<file path="src/rtl/pc_pkg.sv">
// Shared types, counter encodings and helpers for the fetch-stage PC predictor.
package pc_pkg;

    typedef logic [1:0] ctr_t;

    localparam ctr_t CTR_SNT = 2'b00;
    localparam ctr_t CTR_WNT = 2'b01;
    localparam ctr_t CTR_WT  = 2'b10;
    localparam ctr_t CTR_ST  = 2'b11;

    localparam logic [31:0] PC_RESET_VECTOR = 32'h0000_0000;

    // Two-bit saturating counter step toward the resolved direction.
    function automatic ctr_t sat_update(input ctr_t ctr, input logic taken);
        ctr_t res;
        res = ctr;
        if (taken && (ctr != CTR_ST)) begin
            res = ctr + 2'd1;
        end else if (!taken && (ctr != CTR_SNT)) begin
            res = ctr - 2'd1;
        end
        return res;
    endfunction

endpackage

</file>
<file path="src/rtl/pc_predict_btb_dm.sv">
// Direct-mapped branch target buffer: combinational lookup port, clocked training port.
module btb_dm
    import pc_pkg::*;
#(
    parameter int unsigned WIDTH       = 32,
    parameter int unsigned BTB_ENTRIES = 16
) (
    input  logic             clk,
    input  logic             rst,
    input  logic [WIDTH-1:2] rd_pc_i,
    output logic             pred_taken_o,
    output logic [WIDTH-1:0] pred_target_o,
    input  logic             wr_en_i,
    input  logic [WIDTH-1:2] wr_pc_i,
    input  logic             wr_taken_i,
    input  logic [WIDTH-1:2] wr_target_i
);

    localparam int unsigned IDX_W = $clog2(BTB_ENTRIES);
    localparam int unsigned TAG_W = WIDTH - IDX_W - 2;

    logic [BTB_ENTRIES-1:0] valid_q;
    logic [TAG_W-1:0]       tag_q [BTB_ENTRIES];
    logic [WIDTH-1:2]       tgt_q [BTB_ENTRIES];
    ctr_t                   ctr_q [BTB_ENTRIES];

    logic [IDX_W-1:0] rd_idx;
    logic [TAG_W-1:0] rd_tag;
    logic             rd_hit;
    logic [IDX_W-1:0] wr_idx;
    logic [TAG_W-1:0] wr_tag;
    logic             wr_hit;
    ctr_t             ctr_d;

    assign rd_idx = rd_pc_i[IDX_W+1:2];
    assign rd_tag = rd_pc_i[WIDTH-1:IDX_W+2];
    assign rd_hit = valid_q[rd_idx] && (tag_q[rd_idx] == rd_tag);

    assign pred_taken_o  = rd_hit && ctr_q[rd_idx][1];
    assign pred_target_o = pred_taken_o ? {tgt_q[rd_idx], 2'b00} : '0;

    assign wr_idx = wr_pc_i[IDX_W+1:2];
    assign wr_tag = wr_pc_i[WIDTH-1:IDX_W+2];
    assign wr_hit = valid_q[wr_idx] && (tag_q[wr_idx] == wr_tag);
    assign ctr_d  = sat_update(ctr_q[wr_idx], wr_taken_i);

    // Training: hits step the counter, taken misses allocate, not-taken misses are dropped.
    always_ff @(posedge clk or posedge rst) begin
        if (rst) begin
            valid_q <= '0;
            for (int unsigned i = 0; i < BTB_ENTRIES; i++) begin
                tag_q[i] <= '0;
                tgt_q[i] <= '0;
                ctr_q[i] <= CTR_WNT;
            end
        end else if (wr_en_i) begin
            if (wr_hit) begin
                ctr_q[wr_idx] <= ctr_d;
                if (wr_taken_i) begin
                    tgt_q[wr_idx] <= wr_target_i;
                end
            end else if (wr_taken_i) begin
                valid_q[wr_idx] <= 1'b1;
                tag_q[wr_idx]   <= wr_tag;
                tgt_q[wr_idx]   <= wr_target_i;
                ctr_q[wr_idx]   <= CTR_WT;
            end
        end
    end

endmodule

</file>
<file path="src/rtl/pc_predict.sv">
// Fetch PC register with redirect/stall/prediction next-PC selection and a BTB predictor.
module pc_predict
    import pc_pkg::*;
#(
    parameter int unsigned      WIDTH        = 32,
    parameter int unsigned      BTB_ENTRIES  = 16,
    parameter logic [WIDTH-1:0] RESET_VECTOR = WIDTH'(PC_RESET_VECTOR)
) (
    input  logic             clk,
    input  logic             rst,
    input  logic             stall,
    input  logic             ex_redirect,
    input  logic [WIDTH-1:0] ex_redirect_pc,
    input  logic             ex_update,
    input  logic [WIDTH-1:0] ex_pc,
    input  logic             ex_taken,
    input  logic [WIDTH-1:0] ex_target,
    output logic [WIDTH-1:0] PC_out,
    output logic [WIDTH-1:0] PC_Plus4,
    output logic             pred_taken,
    output logic [WIDTH-1:0] pred_target
);

    logic [WIDTH-1:0] pc_q;
    logic [WIDTH-1:0] pc_d;
    logic [WIDTH-1:0] pc_plus4;
    logic             unused_low_bits;

    // Low address bits are always forced to zero, so these inputs bits carry no information.
    assign unused_low_bits = ^{ex_redirect_pc[1:0], ex_pc[1:0], ex_target[1:0]};

    assign pc_plus4 = pc_q + WIDTH'(4);
    assign PC_out   = pc_q;
    assign PC_Plus4 = pc_plus4;

    btb_dm #(
        .WIDTH       (WIDTH),
        .BTB_ENTRIES (BTB_ENTRIES)
    ) u_btb (
        .clk           (clk),
        .rst           (rst),
        .rd_pc_i       (pc_q[WIDTH-1:2]),
        .pred_taken_o  (pred_taken),
        .pred_target_o (pred_target),
        .wr_en_i       (ex_update),
        .wr_pc_i       (ex_pc[WIDTH-1:2]),
        .wr_taken_i    (ex_taken),
        .wr_target_i   (ex_target[WIDTH-1:2])
    );

    // Redirect beats stall, stall beats prediction, prediction beats sequential fetch.
    always_comb begin
        pc_d = pc_plus4;
        if (ex_redirect) begin
            pc_d = {ex_redirect_pc[WIDTH-1:2], 2'b00};
        end else if (stall) begin
            pc_d = pc_q;
        end else if (pred_taken) begin
            pc_d = pred_target;
        end
    end

    always_ff @(posedge clk or posedge rst) begin
        if (rst) begin
            pc_q <= {RESET_VECTOR[WIDTH-1:2], 2'b00};
        end else begin
            pc_q <= pc_d;
        end
    end

endmodule

</file>
<file path="config.mk">
export PLATFORM = sky130hd
export DESIGN_NAME = pc_predict
export DESIGN_NICKNAME = d
export VERILOG_FILES = /design/src/rtl/pc_pkg.sv /design/src/rtl/pc_predict_btb_dm.sv /design/src/rtl/pc_predict.sv
export SDC_FILE = /design/constraint.sdc
export NUM_CORES = 2
export LEC_CHECK = 0
export CAP_MARGIN = 20
export CORE_MARGIN = 8
export CORE_UTILIZATION = 69
export CTS_BUF_LIST = sky130_fd_sc_hd__clkbuf_4 sky130_fd_sc_hd__clkbuf_8
export DETAILED_ROUTE_END_ITERATION = 7
export PLACE_DENSITY = 0.92
export REMOVE_ABC_BUFFERS = 1
export SYNTH_ARGS = -nofsm -noshare
export SYNTH_HDL_FRONTEND = slang
export SYNTH_SLANG_ARGS = --single-unit
</file>
<file path="constraint.sdc">
create_clock -name clk -period 55.1 [get_ports clk]
set_clock_uncertainty 0.15 [all_clocks]
set_input_delay 5.51 -clock clk [delete_from_list [all_inputs] [get_ports clk]]
set_output_delay 5.51 -clock clk [all_outputs]
set_load 0.005 [all_outputs]
</file>
After elaboration in Yosys (flattened, before gate mapping) --
Cells that the tools add are included.
Word-level totals: flip-flop bits (word level) 976, input port bits 102, output and inout bits 97, logic and storage cells 121
Operators by class: add/sub/neg operators 3, magnitude comparators 6, equal/unequal tests 4, multiplexer cells 38, bitwise operators 7, reductions and logical operators 13
Operators by type and width (number):
- $bwmux W480 | 1
- $bwmux W416 | 1
- $bmux W26 S4 | 2
- $mux W32 | 6
- $mux W26 | 5
- $bmux W30 S4 | 1
- $demux W30 S4 | 1
- $demux W26 S4 | 1
- $mux W30 | 3
- $eq A26 B26 Y1 | 2
- $add A32 B3 Y32 const B | 1
- $bwmux W32 | 1
- $or A16 B16 Y16 | 2
- $and A16 B16 Y16 | 1
- $bmux W2 S4 | 2
- $not A16 Y16 | 1
- $mux W2 | 7
- $ge A5 B5 Y1 const B | 2
- $lt A4 B5 Y1 const B | 2
- $not A4 Y5 | 2
- $bmux W1 S4 | 2
- $demux W2 S4 | 1
- $logic_and A1 B1 Y1 | 7
- $lt A5 B1 Y1 const B | 1
- other kinds (12) | 16

Logic depth before layout (Yosys ltp) --
depth after elaboration 11, gate-level depth with buffers 18

By module --
From an unflattened synthesis, not the netlist that was laid out.
Unflattened totals: cells, all modules 3404, area, all modules 50190.6 sq um
Modules (own cells, without submodules):
- btb_dm | instances 1, cells an instance 3019, area each 47270.3 sq um
- pc_predict | instances 1, cells an instance 385, area each 2920.3 sq um

Worst setup path before layout --
No wires, ideal clock.
kind register to output, start register pc_q[2], in the netlist PC_out[2], end output port pred_target[12], arrival 3.758 ns, required time 49.440 ns, path slack 45.682 ns, cell stages (with the launch flop) 13, cells stage by stage dfrtp_1 buf_2 buf_2 buf_4 buf_4 buf_2 buf_2 buf_2 buf_2 buf_2 mux4_2 mux4_2 and2_1
Between the ends: longest elaborated chain between the ends 8, elaborated cells between the ends (all ways) 16, classes of those cells 1 x eq/ne; 12 x mux; 1 x bitwise; 2 x reduce/logical
Ends and longest elaborated chain:
- start, declared | RTL line pc_predict.sv:24 | logic [WIDTH-1:0] pc_q;
- start signal, assigned | RTL line pc_predict.sv:65 | pc_q <= {RESET_VECTOR[WIDTH-1:2], 2'b00};
- start signal, assigned | RTL line pc_predict.sv:67 | pc_q <= pc_d;
- $not A4 Y5 (implied by the code) | RTL line pc_predict_btb_dm.sv:37, pc_predict_btb_dm.sv:39, pc_predict_btb_dm.sv:40
- $bmux W26 S4 | RTL line pc_predict_btb_dm.sv:37 | assign rd_hit = valid_q[rd_idx] && (tag_q[rd_idx] == rd_tag);
- $mux W26 (implied by the code) (2 in a row) | RTL line pc_predict_btb_dm.sv:37
- $eq A26 B26 Y1 | RTL line pc_predict_btb_dm.sv:37
- $logic_and A1 B1 Y1 | RTL line pc_predict_btb_dm.sv:37
- $logic_and A1 B1 Y1 | RTL line pc_predict_btb_dm.sv:39 | assign pred_taken_o = rd_hit && ctr_q[rd_idx][1];
- $mux W32 (*) | RTL line pc_predict_btb_dm.sv:40 | assign pred_target_o = pred_taken_o ? {tgt_q[rd_idx], 2'b00} : '0;
- end, declared | RTL line pc_predict.sv:21 | output logic [WIDTH-1:0] pred_target
Mark *: on every way between the ends. The rest lies on a longest branch, timed or not. The select of a mux whose other input is x is not followed.

Worst setup path after layout --
start register pc_q[3], in the netlist PC_out[3], end output port pred_target[28]
The elaborated chain is that of the path after synthesis.

==> flow_metrics.env <==
export IMPL_ys_seq_area_frac=0.480
export IMPL_highest_layer="met5"
export IMPL_layout_commonest_cell="dfrtp_1"
export IMPL_cts_hold_buffers=0
export IMPL_p_leak_nw=24.3
export IMPL_rows=99
export IMPL_critPathBufInv=2
export IMPL_hp_class="reg2reg"
export IMPL_yosysUniqueCellTypes=79
export IMPL_rsz0062_at_grt="no"
export IMPL_ant_nets=0
export IMPL_synth_edf_count=0
export IMPL_drtIter0Drc=4882
export IMPL_dieArea_um2=82700
export IMPL_grt_start_max_net_pins=198
export IMPL_numPortBuffers=186
export IMPL_post_place_ws_ns=43.61
export IMPL_tightest_slew_ns=1.31
export IMPL_coreArea_um2=73000
export IMPL_period_needed_ns=12.51
export IMPL_crit_arrival_ns=6.85
export IMPL_grt_pass1_wl_um=227000
export IMPL_end_kind="primary output"
export IMPL_ctsResizeCount=0
export IMPL_cts_clk_slew_worst_paths_ns=0.06
export IMPL_crit_chain="buf_4 > mux4_2 > mux2i_1 > xnor2_1 > nand4_1 > a32oi_1 > nand4_1 > nor4b_1 > clkdlybuf4s50_1"
export IMPL_cp_max_fo=52
export IMPL_final_cell_area_um2=56200
export IMPL_post_cts_buffers=0
export IMPL_path_class="reg2out"
export IMPL_cts_root_buf="clkbuf_8"
export IMPL_die_y_um=287
export IMPL_synth_xor_area_frac=0.0139
export IMPL_clk_path_buf_depth=3
export IMPL_netlist_area_um2=50900
export IMPL_io_pins=199
export IMPL_routed_via_density=7.33
export IMPL_synth_top_area_cell="dfrtp_1"
export IMPL_route_detailed_drc=0
export IMPL_power_w=0.00212
export IMPL_clk_latency_ns=0.84
export IMPL_final_util=0.771
export IMPL_startpoint_type="flip-flop"
export IMPL_grt_total_usage=0.364
export IMPL_ir_worst_vdd_v=0.0000318
export IMPL_critPathTopFamily="simple AND/OR/NAND/NOR gates"
export IMPL_synth_mux_area_frac=0.390
export IMPL_async_reset_ff_frac=1.00
export IMPL_antenna_found_initial=17
export IMPL_cts_tree="done"
export IMPL_m1WireLength_um=53900
export IMPL_wl_met3_um=18400
export IMPL_initial_core_util=0.697
export IMPL_synthAdderAreaFrac=0.000738
export IMPL_slew_viol_final=0
export IMPL_syn_inst=3492
export IMPL_setup_tns_final_ns=0
export IMPL_max_freq_mhz=79.9
export IMPL_hold_viol_final=0
export IMPL_overflow=0
export IMPL_synth_top_family_by_area="multiplexers"
export IMPL_first_pass_iters=6
export IMPL_setup_viol=0
export IMPL_grt_pass1_vias=36300
export IMPL_synth_simple_area_share=0.0396
export IMPL_nFillCells=3804
export IMPL_synth_compound_area_frac=0.0389
export IMPL_chipWidth_um=287
export IMPL_synth_flop_cell="dfrtp_1"
export IMPL_power_density_nw_per_um2=37.7
export IMPL_synth_top_area_share=0.471
export IMPL_syn_area_per_cell_um2=14.6
export IMPL_final_nets=3678
export IMPL_fin_crit_sh=0.227
export IMPL_wire_per_inst_um=32.3
export IMPL_wirelength_um=150000
export IMPL_synth_warnings=0
export IMPL_vias=34100
export IMPL_drive_gt1_frac=0.450
export IMPL_crit_required_ns=49.44
export IMPL_drv_cap=0
export IMPL_status="finished clean"
export IMPL_dp_final_hpwl_um=85000
export IMPL_cp_slowest_cell="nor4b_1"
export IMPL_place_congestion=0.875
export IMPL_synth_area_leaders="dfrtp_1, mux2_2, mux4_2"
export IMPL_worst_slack_ns=42.59
export IMPL_cts_made_buffers=155
export IMPL_syn_to_final_growth_pct=10.5
export IMPL_register_area_um2=24400
export IMPL_ys_seq_elements=974
export IMPL_met2WireLength_um=69500
export IMPL_placedInstanceArea_um2=52800
export IMPL_cp_common_cell="nand4_1"
export IMPL_multi_input_area_um2=24700
export IMPL_htreeDepth=4
export IMPL_mostFrequentLayoutCells="dfrtp_1, mux2_2, mux4_2"
export IMPL_relSlewSlack=0.127
export IMPL_cpPeakStageDelay_ns=1.15
export IMPL_cts_sink_count=974
## flip-flops by register name, indices dropped and copies added (netlist names)
signal and flops:
u_btb.ctr_q 32, u_btb.tgt_q 480, PC_out 30, u_btb.valid_q 16, u_btb.tag_q 416
## cell type report
class / count / area share
Tap cell: 959 / 0.0213
Clock inverter: 23 / 0.00432
Inverter: 30 / 0.00216
Clock buffer: 244 / 0.0540
Sequential cell: 974 / 0.434
Timing Repair Buffer: 254 / 0.0435
Multi-Input combinational cell: 2158 / 0.440
Antenna cell: 13 / 0.000579
## where the power goes
part | switching [W] | internal (W) | total, W
Sequential | 0.000111 | 0.000859 | 0.000970
Combinational | 0.000210 | 0.000280 | 0.000490
Clock | 0.000305 | 0.000353 | 0.000658
## kinds of logic after synthesis
kind of cell    Yosys count
mux                    1385
flops                   974
simple gates            399
buf+inv                 365
compound gates          284
xor+xnor                 81
fa+ha+maj                 3
other cells               1
## metal layers
metal	vias to the layer above	track usage
met5	-	0
met4	8	0.204
met3	648	0.126
met2	2490	0.550
met1	17700	0.460
li1	13200	-
## synthesized netlist by cell type (10+ instances only)
cell	count
a211oi_1	14
a21oi_1	67
a221oi_1	12
a22oi_1	42
and2_1	37
and2_4	11
and3_1	10
buf_1	19
buf_2	66
buf_4	27
buf_6	40
clkbuf_1	180
dfrtp_1	958
dfstp_2	16
inv_1	29
mux2_2	714
mux2_4	209
mux2i_1	140
mux4_2	322
nand2_1	115
nand2b_1	11
nand3_1	34
nand4_1	15
nor2_1	78
nor2b_1	35
o211ai_1	10
o21ai_0	21
o21ai_1	13
o221ai_1	14
o22ai_1	16
o2bb2ai_1	14
or2_1	11
xnor2_1	60
xor2_1	21
## final timing paths
check	slack, ns	cells after the start	to	startpoint
max	42.59	9	pred_target[28]	PC_out[3]
max in group asynchronous	46.80	5	u_btb.tag_q[244]	rst
min	0.34	1	u_btb.valid_q[7]	u_btb.valid_q[7]
min in group asynchronous	5.09	2	u_btb.tgt_q[43]	rst
max reg2reg	49.14	10	PC_out[28]	PC_out[3]
min reg2reg	0.34	1	u_btb.valid_q[7]	u_btb.valid_q[7]
## per-stage QoR
| stage | hold slack (ns) | cells |
|---|---|---|
| after global placement | 0.314 | 4371 |
| final | 0.344 | 4655 |
| after CTS | 0.339 | 4638 |
| after floorplan | 0.292 | 3162 |
| after detailed placement | 0.325 | 4371 |
| after global routing | 0.365 | 4650 |
No activity file was read; power rests on OpenSTA's default activity.
